### src/rtl/io_responder.sv
// rtl/io_responder.sv - IO-bus responder: LED register, UART TX FIFO + 8N1 serializer, cycle counter.
// Read data is combinational from the address; all state changes on the write edge.
module io_responder #(
    parameter int CLK_DIV    = 16,
    parameter int FIFO_DEPTH = 8,
    parameter int LED_BITS   = 8
) (
    input  logic                clk_i,
    input  logic                reset_i,
    input  logic [31:0]         IO_memAddr_i,
    output logic [31:0]         IO_memRData_o,
    input  logic [31:0]         IO_memWData_i,
    input  logic                IO_memWr_i,
    output logic [LED_BITS-1:0] leds_o,
    output logic                uart_tx_o
);

    localparam int PTR_W = $clog2(FIFO_DEPTH);
    localparam int OCC_W = PTR_W + 1;
    localparam int DIV_W = $clog2(CLK_DIV);
    localparam logic [DIV_W-1:0] DIV_LAST = DIV_W'(CLK_DIV - 1);
    localparam logic [OCC_W-1:0] OCC_FULL = OCC_W'(FIFO_DEPTH);

    typedef enum logic [1:0] {S_IDLE, S_START, S_DATA, S_STOP} state_t;

    state_t              state_q, state_d;
    logic [DIV_W-1:0]    bit_cnt_q, bit_cnt_d;
    logic [2:0]          bit_idx_q, bit_idx_d;
    logic [7:0]          shift_q, shift_d;
    logic                tx_q, tx_d;
    logic [LED_BITS-1:0] leds_q, leds_d;
    logic [31:0]         cycle_q, cycle_d;
    logic                ovf_q, ovf_d;
    logic [7:0]          mem_q [FIFO_DEPTH];
    logic [7:0]          mem_d [FIFO_DEPTH];
    logic [PTR_W-1:0]    wr_ptr_q, wr_ptr_d, rd_ptr_q, rd_ptr_d;
    logic [OCC_W-1:0]    count_q, count_d;

    logic [2:0] reg_sel;
    logic       wr_leds, wr_data, wr_status, wr_cycle;
    logic       fifo_full, fifo_empty, push, pop, busy;
    logic       unused_addr;

    assign reg_sel     = IO_memAddr_i[4:2];
    assign unused_addr = ^{IO_memAddr_i[31:5], IO_memAddr_i[1:0]};

    assign wr_leds    = IO_memWr_i && (reg_sel == 3'd0);
    assign wr_data    = IO_memWr_i && (reg_sel == 3'd1);
    assign wr_status  = IO_memWr_i && (reg_sel == 3'd2);
    assign wr_cycle   = IO_memWr_i && (reg_sel == 3'd3);

    assign fifo_full  = (count_q == OCC_FULL);
    assign fifo_empty = (count_q == '0);
    assign pop        = (state_q == S_IDLE) && !fifo_empty;
    // A pop on the same edge frees a slot, so a push into a full FIFO still lands.
    assign push       = wr_data && (!fifo_full || pop);
    assign busy       = !fifo_empty || (state_q != S_IDLE);

    always_comb begin
        leds_d   = leds_q;
        cycle_d  = cycle_q + 32'd1;
        ovf_d    = ovf_q;
        mem_d    = mem_q;
        wr_ptr_d = wr_ptr_q;
        rd_ptr_d = rd_ptr_q;
        count_d  = count_q;

        if (wr_leds) leds_d = IO_memWData_i[LED_BITS-1:0];
        if (wr_cycle) cycle_d = IO_memWData_i;
        if (wr_status && IO_memWData_i[2]) ovf_d = 1'b0;
        if (wr_data && !push) ovf_d = 1'b1;

        if (push) begin
            mem_d[wr_ptr_q] = IO_memWData_i[7:0];
            wr_ptr_d        = wr_ptr_q + PTR_W'(1);
        end
        if (pop) rd_ptr_d = rd_ptr_q + PTR_W'(1);
        case ({push, pop})
            2'b10:   count_d = count_q + OCC_W'(1);
            2'b01:   count_d = count_q - OCC_W'(1);
            default: count_d = count_q;
        endcase
    end

    always_comb begin
        state_d   = state_q;
        bit_cnt_d = bit_cnt_q + DIV_W'(1);
        bit_idx_d = bit_idx_q;
        shift_d   = shift_q;
        case (state_q)
            S_IDLE: begin
                bit_cnt_d = '0;
                if (pop) begin
                    state_d = S_START;
                    shift_d = mem_q[rd_ptr_q];
                end
            end
            S_START: begin
                if (bit_cnt_q == DIV_LAST) begin
                    state_d   = S_DATA;
                    bit_cnt_d = '0;
                    bit_idx_d = 3'd0;
                end
            end
            S_DATA: begin
                if (bit_cnt_q == DIV_LAST) begin
                    bit_cnt_d = '0;
                    shift_d   = shift_q >> 1;
                    if (bit_idx_q == 3'd7) state_d = S_STOP;
                    else bit_idx_d = bit_idx_q + 3'd1;
                end
            end
            S_STOP: begin
                if (bit_cnt_q == DIV_LAST) begin
                    state_d   = S_IDLE;
                    bit_cnt_d = '0;
                end
            end
            default: state_d = S_IDLE;
        endcase

        // Line level is decoded from the next state so the pin flop lines up with the state.
        case (state_d)
            S_START: tx_d = 1'b0;
            S_DATA:  tx_d = shift_d[0];
            default: tx_d = 1'b1;
        endcase
    end

    always_ff @(posedge clk_i or posedge reset_i) begin
        if (reset_i) begin
            state_q   <= S_IDLE;
            bit_cnt_q <= '0;
            bit_idx_q <= '0;
            shift_q   <= '0;
            tx_q      <= 1'b1;
            leds_q    <= '0;
            cycle_q   <= '0;
            ovf_q     <= 1'b0;
            mem_q     <= '{default: '0};
            wr_ptr_q  <= '0;
            rd_ptr_q  <= '0;
            count_q   <= '0;
        end else begin
            state_q   <= state_d;
            bit_cnt_q <= bit_cnt_d;
            bit_idx_q <= bit_idx_d;
            shift_q   <= shift_d;
            tx_q      <= tx_d;
            leds_q    <= leds_d;
            cycle_q   <= cycle_d;
            ovf_q     <= ovf_d;
            mem_q     <= mem_d;
            wr_ptr_q  <= wr_ptr_d;
            rd_ptr_q  <= rd_ptr_d;
            count_q   <= count_d;
        end
    end

    always_comb begin
        IO_memRData_o = '0;
        case (reg_sel)
            3'd0:    IO_memRData_o = 32'(leds_q);
            3'd2:    IO_memRData_o = {16'd0, 8'(count_q), 5'd0, ovf_q, busy, fifo_full};
            3'd3:    IO_memRData_o = cycle_q;
            default: IO_memRData_o = '0;
        endcase
    end

    assign leds_o    = leds_q;
    assign uart_tx_o = tx_q;

endmodule

### config.mk
export PLATFORM = sky130hd
export DESIGN_NAME = io_responder
export DESIGN_NICKNAME = d
export VERILOG_FILES = /design/src/rtl/io_responder.sv
export SDC_FILE = /design/constraint.sdc
export NUM_CORES = 1
export LEC_CHECK = 0
export CELL_PAD_IN_SITES_DETAIL_PLACEMENT = 0
export CELL_PAD_IN_SITES_GLOBAL_PLACEMENT = 1
export CORE_MARGIN = 2
export CORE_UTILIZATION = 40
export DETAILED_ROUTE_END_ITERATION = 8
export GPL_TIMING_DRIVEN = 0
export PLACE_DENSITY = 0.86
export SYNTH_ARGS = -nofsm -noshare
export SYNTH_HDL_FRONTEND = slang
export SYNTH_SLANG_ARGS = --single-unit
### constraint.sdc
create_clock -name clk_i -period 5.6 [get_ports clk_i]
set_input_delay 0.84 -clock clk_i [delete_from_list [all_inputs] [get_ports clk_i]]
set_output_delay 0.84 -clock clk_i [all_outputs]
set_load 0.05 [all_outputs]
==> run_results.csv <==
group,metric,value,unit
status,status,"complete, no violations",
detailed_routing,avgRoutedWirePerCell,18.6,µm
floorplan,die_x,135,µm
timing,worst_slew_pin_slew,1020,ps
run,maxCapViolations,0,
layout,regArea,3330,µm²
synthesis,synth_largest_area_cell,"dfrtp_1",
global_routing,grt_usage,19.4,%
global_routing,antenna_found_initial,0,
detailed_routing,drtIter0Drc,398,
floorplan,die_h,135,µm
power,power_density,469,nW/µm²
setup_path,max_stage_delay,800,ps
synthesis,synthArstFlopShare,100,%
layout,drive_above_1_share,23.8,%
timing,final_max_slew_viol_count,0,
detailed_routing,drt_pass1_iterations,5,
cts,numCtsBuffers,17,
cts,clock_path_buffers,2,
synthesis,syn-num-nets,656,
setup_path,critPathKind,"input pin to output pin",
setup_path,crit_buf_inv,4,
synthesis,synthMostInstantiatedCell,"dfrtp_1",
floorplan,initial_utilization,41.1,%
placed_design,port_buffers,69,
detailed_routing,routed_via_density,5.46,
detailed_routing,vias,4926,
synthesis,syn_avg_cell_area,11.8,µm²
timing,finalHoldViolCount,0,
timing,period_share,77.1,%
synthesis,yosysWarnings,0,
cts,htreeDepth,4,
cts,cts_tree,"yes",
timing,fmax,232,MHz
cts,cts.sinks,133,
power,power_leakage,0.00362,µW
cts,hold_buffers,0,
placed_design,routabilityCongestion,0.839,
setup_path,cp-end-kind,"output pin",
detailed_routing,drc,0,
timing,relSlewSlack,31.0,%
setup_path,start_kind,"input pin",
floorplan,num_rows,47,
worst_hold_path,hold_class,"flop to flop",
synthesis,synth_edf_count,0,
detailed_routing,final_antenna_net_count,0,
synthesis,synthDistinctLibCells,55,
detailed_routing,routed.top_layer,"met4",
setup_path,crit_fanout,10,
detailed_routing,wl_met1,7770,µm
timing,rsz0062_at_grt,"false",
setup_path,cp_top_family,"buffers and inverters",
setup_path,slowest_stage,"clkdlybuf4s50_1",
detailed_routing,drt_wl_total,16800,µm
floorplan,die-area,18100,µm²
global_routing,grt-ovfl-total,0,
setup_path,required,4760,ps
global_routing,grt_pass1_vias,5048,
global_routing,grt_pass1_wl,27200,µm
synthesis,synth-seq-cells,133,
detailed_routing,wl_met3,688,µm
layout,diodes,0,
layout,final_nets,745,
cts,clk_pin_slew,60,ps
synthesis,synthTopCellsByCount,"dfrtp_1 (132), mux2_2 (68), nor2_1 (59), a21oi_1 (36), nand2_1 (29)",
placed_design,dp.final_hpwl,11800,µm
cts,cts_resized,0,
synthesis,synth_top_area_share,48.3,%
timing,clock_skew,11.5,ps
layout,fillCellCount,1458,
timing,tns,0,ps
synthesis,synth_ff_type,"dfrtp_1",
power,power,3950,µW
floorplan,core_area,16600,µm²
layout,multi_input_area,3290,µm²
timing,min_period,4320,ps
synthesis,syn_area,6830,µm²
cts,root_buffer,"clkbuf_16",
synthesis,synthTopCellsByArea,"dfrtp_1 (48%), mux2_2 (11%), mux4_2 (5.3%)",
layout,area_growth,23.2,%
setup_path,cp_cell_sequence,"clkdlybuf4s50_1, clkbuf_1, nor2b_1, clkbuf_1, and2_1, clkdlybuf4s50_1",
synthesis,syn_inst,580,
power,vdd_ir_drop_max,0.335,mV
setup_path,critPathArrivalTime,3480,ps
floorplan,ios,108,
detailed_routing,wl_met2,8140,µm
global_routing,grt_max_degree,88,
cts,post_cts_buffers,0,
timing,final-setup-viol-count,0,
synthesis,seq_area_frac_synth,48.7,%
cts,clock_latency,430,ps
[sequential cells by signal, summed over array words and instances (netlist names)]
signal / flops
mem_q: 64
cycle_q: 32
leds_o: 8
shift_q: 8
bit_cnt_q: 4
count_q: 4
bit_idx_q: 3
rd_ptr_q: 3
wr_ptr_q: 3
state_q: 2
ovf_q: 1
uart_tx_o: 1
[where the power goes]
part,switching (µW),internal [µW]
Combinational,690,631
Clock,480,632
Sequential,243,1280
[layout make-up]
cell class	count	area share, %
tap	220	3.27
clock buffer	17	5.05
buffer	38	2.29
inverter	5	0.342
timing repair buffer	70	8.53
sequential	133	39.5
multi-input combinational	404	39.0
clock inverter	15	1.93
[placed cells by master (no fill, tap or decap), types with 9 or more instances in the layout]
cell	instances
mux2_2	68
xnor2_1	15
a22oi_1	11
mux4_2	16
ha_1	9
dfrtp_1	132
clkdlybuf4s50_1	69
nor2_1	59
clkbuf_16	17
nand3_1	20
and2_1	20
clkbuf_1	16
nand2_1	29
a21oi_1	36
xor2_1	27
[worst register-to-register path, delay by kind of cell (launching register included)]
family,cells,cell delay (ps)
XOR/XNOR,3,470
adder cells (fa/ha/maj),2,450
buffers and inverters,1,110
AO/OA/AOI/OAI,1,160
flip-flops,1,470
AND/OR/NAND/NOR,3,1130
[per-layer routing]
layer | global-route usage [%] | vias to the layer above
li1 | - | 2262
met1 | 26.9 | 2529
met2 | 31.0 | 122
met3 | 4.65 | 13
met4 | 4.80 | 0
met5 | 0 | -
[final timing paths]
check	start	slack, ps	depth (start not counted)	end
min reg2reg	bit_cnt_q[0]$_DFF_PP0_	490	1	bit_cnt_q[0]$_DFF_PP0_
min in group asynchronous	reset_i	830	2	cycle_q[27]$_DFF_PP0_
min	bit_cnt_q[0]$_DFF_PP0_	490	1	bit_cnt_q[0]$_DFF_PP0_
max	IO_memAddr_i[4]	1280	6	IO_memRData_o[28]
max in group asynchronous	reset_i	3980	3	mem_q[19]$_DFFE_PP0P_
max reg2reg	count_q[0]$_DFFE_PP0P_	2700	10	count_q[2]$_DFFE_PP0P_
[kinds of logic after synthesis]
kind of cell / count (synthesis) / share of synthesized area [%]
AND/OR/NAND/NOR: 180 / 14.8
XOR/XNOR: 42 / 5.38
buffers and inverters: 43 / 3.17
AO/OA/AOI/OAI: 73 / 6.92
multiplexers: 100 / 19.4
flip-flops: 133 / 48.7
adder cells (fa/ha/maj): 9 / 1.65
[metrics by stage]
stage                     hold WS [ps]  utilization, %  area, µm²  setup slack [ps]  std cells
after detailed placement           474            47.1       7830              1270        870
after floorplan                    444               -       6830              1210        580
after global placement             455            46.9       7800              -454        869
after CTS                          487            50.6       8420              1270        902
after global routing               507            50.6       8420              1100        902
final                              490            50.6       8420              1280        902
(Power assumes the default switching activity.)
